$ cat src/rtl/qrisc32_mem_arbiter.sv
// Two-master arbiter sharing one memory port between instruction fetch and data access.
// Data wins by default; a saturating starvation counter forces an instruction grant.
module qrisc32_mem_arbiter #(
  parameter int STARVE_LIMIT = 4  // legal range 1..7
) (
  input  logic        clk,
  input  logic        areset,
  // instruction fetch port
  input  logic [31:0] i_address,
  input  logic        i_rd,
  output logic [31:0] i_data_r,
  output logic        i_wait_req,
  // data port
  input  logic [31:0] d_address,
  input  logic        d_rd,
  input  logic        d_wr,
  input  logic [31:0] d_data_w,
  output logic [31:0] d_data_r,
  output logic        d_wait_req,
  // shared memory master
  output logic [31:0] m_address,
  output logic [31:0] m_data_w,
  output logic        m_rd,
  output logic        m_wr,
  input  logic [31:0] m_data_r,
  input  logic        m_wait_req,
  output logic [1:0]  owner
);

  typedef enum logic [1:0] {
    IDLE  = 2'b00,
    OWN_I = 2'b01,
    OWN_D = 2'b10
  } state_t;

  localparam logic [2:0] LIMIT = 3'(STARVE_LIMIT);

  state_t     state, state_nxt;
  logic [2:0] starve_cnt;
  logic       d_req;
  logic       done;

  assign d_req = d_rd | d_wr;
  assign done  = ~m_wait_req;

  // NOTE: sequential state uses non-blocking (<=) so every flop samples pre-edge values.
  always_ff @(posedge clk or posedge areset) begin
    if (areset) state <= IDLE;
    else        state <= state_nxt;
  end

  // NOTE: default assignment up front keeps this combinational block latch-free.
  always_comb begin
    state_nxt = state;
    case (state)
      IDLE: begin
        if (d_req && (starve_cnt < LIMIT)) state_nxt = OWN_D;
        else if (i_rd)                     state_nxt = OWN_I;
        else if (d_req)                    state_nxt = OWN_D;
      end
      OWN_I, OWN_D: begin
        // Dropped requests do not abort; only memory completion releases ownership.
        if (done) state_nxt = IDLE;
      end
      default: state_nxt = IDLE;
    endcase
  end

  // Counts back-to-back data grants that completed while a fetch was pending.
  always_ff @(posedge clk or posedge areset) begin
    if (areset) begin
      starve_cnt <= 3'd0;
    end else if (done) begin
      if (state == OWN_D) begin
        if (!i_rd)                    starve_cnt <= 3'd0;
        else if (starve_cnt != LIMIT) starve_cnt <= starve_cnt + 3'd1;
      end else if (state == OWN_I) begin
        starve_cnt <= 3'd0;
      end
    end
  end

  // Outputs decode from state only, so reset forcing IDLE forces them immediately.
  always_comb begin
    owner      = state;
    m_address  = 32'd0;
    m_data_w   = 32'd0;
    m_rd       = 1'b0;
    m_wr       = 1'b0;
    i_wait_req = 1'b1;
    d_wait_req = 1'b1;
    i_data_r   = 32'd0;
    d_data_r   = 32'd0;
    case (state)
      OWN_I: begin
        m_address  = i_address;
        m_rd       = i_rd;
        i_wait_req = m_wait_req;
        i_data_r   = m_data_r;
      end
      OWN_D: begin
        m_address  = d_address;
        m_wr       = d_wr;
        m_data_w   = d_data_w;
        m_rd       = d_rd & ~d_wr;  // simultaneous rd+wr executes as a write
        d_wait_req = m_wait_req;
        d_data_r   = m_data_r;
      end
      default: ;
    endcase
  end

endmodule

$ cat config.mk
export PLATFORM = sky130hd
export DESIGN_NAME = qrisc32_mem_arbiter
export DESIGN_NICKNAME = d
export VERILOG_FILES = /design/src/rtl/qrisc32_mem_arbiter.sv
export SDC_FILE = /design/constraint.sdc
export NUM_CORES = 1
export LEC_CHECK = 0
export ABC_AREA = 1
export CAP_MARGIN = 20
export CORE_AREA = 2 2 105 107
export CTS_CLUSTER_DIAMETER = 60
export DETAILED_ROUTE_END_ITERATION = 12
export DIE_AREA = 0 0 107 109
export SLEW_MARGIN = 30
export SYNTH_ARGS = -nofsm -noshare
export SYNTH_HDL_FRONTEND = slang
export SYNTH_SLANG_ARGS = --single-unit
$ cat constraint.sdc
create_clock -name clk -period 1.9 [get_ports clk]
set_input_delay 0.38 -clock clk [delete_from_list [all_inputs] [get_ports clk]]
set_output_delay 0.38 -clock clk [all_outputs]
set_load 0.02 [all_outputs]
==> results of run 1 <==
routing by layer:
metal	up-vias	share of wire [%]	wire length, µm	GRT usage, %
met5	-	0	0	0
li1	1593	-	-	-
met4	0	1.6	157	3.43
met1	1299	40	4040	17.5
met2	129	51	5160	29.0
met3	16	7.3	742	2.99
report_power, final:
part	switching [µW]	total (µW)	internal (µW)
sequential	25.5	164	138
combinational	2430	4470	2040
clock	55.0	199	144
final timing paths:
path,start,end,slack [ns],cells past startpoint
hold / removal,areset,owner[1]$_DFFE_PP0P_,0.36,2
setup reg to reg,owner[0]$_DFFE_PP0P_,starve_cnt[1]$_DFFE_PP0P_,0.38,7
max in group asynchronous,areset,starve_cnt[1]$_DFFE_PP0P_,1.36,2
hold reg to reg,starve_cnt[1]$_DFFE_PP0P_,starve_cnt[1]$_DFFE_PP0P_,0.52,2
setup / recovery,owner[0]$_DFFE_PP0P_,m_address[4],-0.005,6
min in group clk,starve_cnt[1]$_DFFE_PP0P_,starve_cnt[1]$_DFFE_PP0P_,0.52,2
flip-flops by register name, indices dropped and copies added, names as in the netlist:
name and count:
owner 2, starve_cnt 3
layout make-up:
class	instances	area, µm²	area share [%]
clock buffers	4	45.0	0.993
multi-input cells	234	1080	23.9
well taps	140	175	3.86
inverters	108	405	8.94
repair buffers	298	2700	59.6
flip-flops and latches	5	125	2.76
metrics by stage:
step	utilization [%]	power (µW)	std cells	setup slack, ns	setup TNS, ns
2_1_floorplan	-	2230	368	0.0587	0
5_1_grt	42.8	5200	789	-0.107	-3.83
3_3_place_gp	43.8	4440	775	-0.261	-23.36
6_report	42.8	4830	789	-0.00493	-0.00856
3_5_place_dp	43.8	4460	775	-0.289	-26.91
4_1_cts	43.6	4420	782	-0.0180	-0.234
cell usage after synthesis:
| cell | instances | area [µm²] |
|---|---|---|
| nor2_1 | 4 | 15.0 |
| inv_2 | 1 | 3.75 |
| buf_6 | 1 | 11.3 |
| dfrtp_1 | 5 | 125 |
| buf_4 | 4 | 30.0 |
| nand2_2 | 1 | 6.26 |
| nor2_2 | 1 | 6.26 |
| inv_1 | 107 | 402 |
| nand2_1 | 178 | 668 |
| nand3b_1 | 1 | 7.51 |
| buf_2 | 16 | 80.1 |
| o21ai_4 | 1 | 16.3 |
| a21oi_1 | 33 | 165 |
| ha_1 | 6 | 75.1 |
| xor2_1 | 1 | 8.76 |
| o21ai_0 | 5 | 25.0 |
| nand3_1 | 3 | 15.0 |
logic make-up (layout without fill, tap and decap cells):
group / count (synthesis) / count (layout)
AOI/OAI and AO/OA: 39 / 39
xor gates and xnor gates: 1 / 1
adders and majority gates: 6 / 6
buffers and inverters: 129 / 410
DFF: 5 / 5
and+or+nand+nor: 188 / 188
critical path: stages, from the launching register on:
cell and delay [ns]:
dfrtp_1 0.37, inv_2 0.07, ha_1 0.32, inv_2 0.08, buf_12 0.15, a21oi_1 0.14
buf_4 0.17
repair_timing:
action	4_1_cts	5_1_grt
setup endpoints to repair	131	129
gates cloned	1	3
buffers inserted	2	4
endpoints found under the hold margin	0	0
resized for setup	427	199
==> impl_metrics.json, run 1 <==
{
  "avgSynthCellArea_um2": 4.51,
  "root_buffer": "clkbuf_8",
  "synth.mux.area_fraction_pct": 0,
  "cts_tree": "yes",
  "drive_above_1_share_pct": 30.0,
  "ios": 268,
  "final_common_cell": "nand2_1",
  "ys_types": 17,
  "clkLatencyLatePin_ns": 0.23,
  "cts_hold_buf": 0,
  "violations": "setup timing",
  "synthSimpleGateAreaFrac_pct": 43.3,
  "ys_seq_elements": 5,
  "gp_congestion": 0.881,
  "antenna_found_initial": 0,
  "io_buffers": 267,
  "period_minus_slack_ns": 1.90,
  "cts_buffers": 3,
  "fin_area_mm2": 0.00453,
  "max_slew_margin_pct": 83.7,
  "placed_area_mm2": 0.00465,
  "diodes": 0,
  "cts.sinks": 5,
  "synth-xor-area-share_pct": 0.528,
  "hold_viol_final": 0,
  "power_density_mw_per_mm2": 1070,
  "syn_nets": 508,
  "status": "finished with violations",
  "grt_pass1_wl_um": 14400,
  "finalMaxSlewViolations": 0,
  "dieArea_mm2": 0.0117,
  "min_path_type": "in2async",
  "drt-total-wl_um": 10100,
  "ant_nets": 0,
  "final_net_count": 790,
  "synth_compound_area_share_pct": 12.4,
  "cts_max_path_buffers": 2,
  "setup_viol_count_final": 2,
  "end_kind": "output pin",
  "dp_hpwl_um": 8070,
  "die_y_um": 109,
  "fmax_mhz": 525,
  "clkSlewWorstSetupHoldPaths_ns": 0.04,
  "startpoint_type": "flop",
  "drt-pass1-iter-count": 6,
  "cap_violations": 0,
  "cp.arrival_ns": 1.52,
  "rows": 38,
  "leakagePower_uw": 0.00281,
  "crit_type": "reg2out",
  "critPathMaxFanout": 10,
  "die_w_um": 107,
  "start_util_pct": 15.7,
  "worst_pin_slew_ns": 0.244,
  "avgRoutedWirePerCell_um": 12.8,
  "final_cell_mix": "nand2_1 (172), clkdlybuf4s50_1 (134), inv_1 (98)",
  "grtUsageTotal_pct": 15.2,
  "area_delta_synth_final_pct": 173,
  "fin_skew_ns": 0.00549,
  "irDropWorstVdd_mv": 0.491,
  "fin_crit_sh_pct": 100,
  "rsz0062_at_grt": "yes",
  "ys_warn_count": 0,
  "fillerInstances": 1139,
  "synth_area_mm2": 0.00166,
  "overflow": 0,
  "synthAdderAreaFrac_pct": 4.52,
  "core-area_mm2": 0.0106,
  "setup_ws_ns": -0.00493,
  "synth_seq_area_share_pct": 7.54,
  "required_ns": 1.52,
  "drt_iter0_markers": 128,
  "holdWs_ns": 0.356,
  "via_per_inst": 3.85,
  "grt_max_degree": 30,
  "synth_top_family_by_area": "simple AND/OR/NAND/NOR gates",
  "drc": 0,
  "syn_inst": 368,
  "vias": 3037,
  "htreeDepth": 1,
  "grt_pass1_vias": 2929
}
Note: power is estimated with default switching activity, not from simulation.
==> run 2: changes to the inputs <==
CORE_AREA = 2 2 103 105   (was 2 2 105 107)
DIE_AREA = 0 0 105 107   (was 0 0 107 109)
GPL_ROUTABILITY_DRIVEN = 0   (was default)
PLACE_DENSITY = 0.66   (was default)
clock period = 1.6 ns   (was 1.9 ns; I/O delays follow)
==> impl_metrics.json, run 2 (synthesis results as in run 1) <==
{
  "clkSlewWorstSetupHoldPaths_ns": 0.03,
  "fin_crit_sh_pct": 117,
  "core-area_mm2": 0.0101,
  "holdWs_ns": 0.296,
  "period_minus_slack_ns": 1.87,
  "ant_nets": 0,
  "critical_path.slowest_cell": "dfrtp_2",
  "cts_buffers": 3,
  "crit_chain": "inv_4 -> ha_4 -> inv_8 -> buf_12 -> buf_8 -> a21oi_4 -> buf_6",
  "final_cell_mix": "clkdlybuf4s50_1 (133), buf_6 (131), inv_2 (74)",
  "violations": "setup timing",
  "htreeDepth": 1,
  "area_delta_synth_final_pct": 290,
  "fin_skew_ns": 0.00156,
  "cts.sinks": 5,
  "setup_viol_count_final": 135,
  "rsz0062_at_grt": "yes",
  "fmax_mhz": 535,
  "clkLatencyLatePin_ns": 0.22,
  "largest_reg_flops": 3,
  "final-seq-area_um2": 128,
  "leakagePower_uw": 0.00344,
  "p_sw_share_pct": 48.9,
  "fillerInstances": 786,
  "clockPowerShare_pct": 2.5,
  "overflow": 0,
  "antenna_found_initial": 1,
  "crit_type": "reg2out",
  "hold_viol_final": 0,
  "intPower_uw": 4770,
  "dp_hpwl_um": 8550,
  "drive_above_1_share_pct": 62.6,
  "seqPwrFrac_pct": 2.2,
  "drt-pass1-iter-count": 6,
  "critPathMaxFanout": 5,
  "die_y_um": 107,
  "status": "finished with violations",
  "die_w_um": 105,
  "final_common_cell": "clkdlybuf4s50_1",
  "crit_family": "buffers and inverters",
  "cp.arrival_ns": 1.55,
  "grt_pass1_vias": 3438,
  "cts_tree": "yes",
  "cap_violations": 0,
  "power_density_mw_per_mm2": 1440,
  "drc": 0,
  "placed_area_mm2": 0.00497,
  "finalMaxSlewViolations": 0,
  "multiInputGateArea_mm2": 0.00204,
  "rows": 37,
  "p_comb_share_pct": 95.3,
  "irDropWorstVdd_mv": 1.10,
  "min_path_type": "in2async",
  "setup_ws_ns": -0.269,
  "root_buffer": "clkbuf_8",
  "final_core_util_pct": 64.2,
  "max_stage_delay_ns": 0.38,
  "fin_area_mm2": 0.00648,
  "fin_setup_tns_ns": -25.62,
  "dieArea_mm2": 0.0112,
  "ios": 268,
  "drt_iter0_markers": 76,
  "via_per_inst": 4.17,
  "grtUsageTotal_pct": 19.5,
  "worst_pin_slew_ns": 0.229,
  "avgRoutedWirePerCell_um": 15.6,
  "start_util_pct": 16.5,
  "p_switching_uw": 4560,
  "drt-total-wl_um": 12700,
  "crit_buf_inv": 5,
  "end_kind": "output pin",
  "vias": 3383,
  "final_net_count": 815,
  "cts_max_path_buffers": 2,
  "regToRegSetupSlack_ns": -0.05,
  "io_buffers": 267,
  "grt_pass1_wl_um": 17500,
  "required_ns": 1.28,
  "grt_max_degree": 25,
  "max_slew_margin_pct": 84.7,
  "startpoint_type": "flop",
  "largest_register": "starve_cnt"
}
==> run 2: path summary, 6_finish.rpt <==
| check | start | to | depth (start not counted) |
|---|---|---|---|
| worst max-delay path | owner[0]$_DFFE_PP0P_ | m_rd | 7 |
| worst min register to register | starve_cnt[0]$_DFFE_PP0P_ | starve_cnt[0]$_DFFE_PP0P_ | 2 |
| min in group clk | starve_cnt[0]$_DFFE_PP0P_ | starve_cnt[0]$_DFFE_PP0P_ | 2 |
| max in group asynchronous | areset | owner[1]$_DFFE_PP0P_ | 2 |
| worst min-delay path | areset | starve_cnt[0]$_DFFE_PP0P_ | 2 |
| worst max register to register | owner[0]$_DFFE_PP0P_ | starve_cnt[1]$_DFFE_PP0P_ | 10 |
==> run 2: repair_timing <==
| item | CTS | global route |
|---|---|---|
| cloned | 10 | 5 |
| pin swaps | 11 | 15 |
| buffers inserted | 12 | 9 |
| hold buffers | 0 | 0 |
| gates resized for setup | 848 | 213 |
| setup endpoints to repair | 137 | 135 |
==> run 2: power by group through the flow <==
stage / registers (µW) / clock network [µW] / logic (µW)
3_3_place_gp: 189 / 0 / 5630
5_1_grt: 207 / 257 / 9340
2_1_floorplan: 219 / 0 / 3110
3_5_place_dp: 191 / 0 / 5680
4_1_cts: 201 / 242 / 7620
6_report: 203 / 236 / 8890
==> run 2: per-layer routing <==
layer | part of all wire, % | vias to the layer above | global-route usage (%)
met3 | 7.1 | 21 | 4.86
met4 | 1.8 | 0 | 5.33
met5 | 0 | - | 0
met2 | 56 | 158 | 38.5
met1 | 35 | 1549 | 20.3
li1 | - | 1655 | -
==> run 2: area by class of cell <==
cell class	instances	area share, %
Timing Repair Buffer	323	56.7
Multi-Input combinational cell	234	31.5
Inverter	108	6.45
Tap cell	136	2.63
Sequential cell	5	1.97
Clock buffer	4	0.695
Antenna cell	1	0.0386
==> run 2: metrics by stage <==
step,total power (µW),setup slack (ns),std cells
finish,9330,-0.269,811
global route,9810,-0.349,810
CTS,8070,-0.274,797
detailed placement,5870,-0.514,771
global placement,5810,-0.486,771
floorplan,3330,0.00338,368
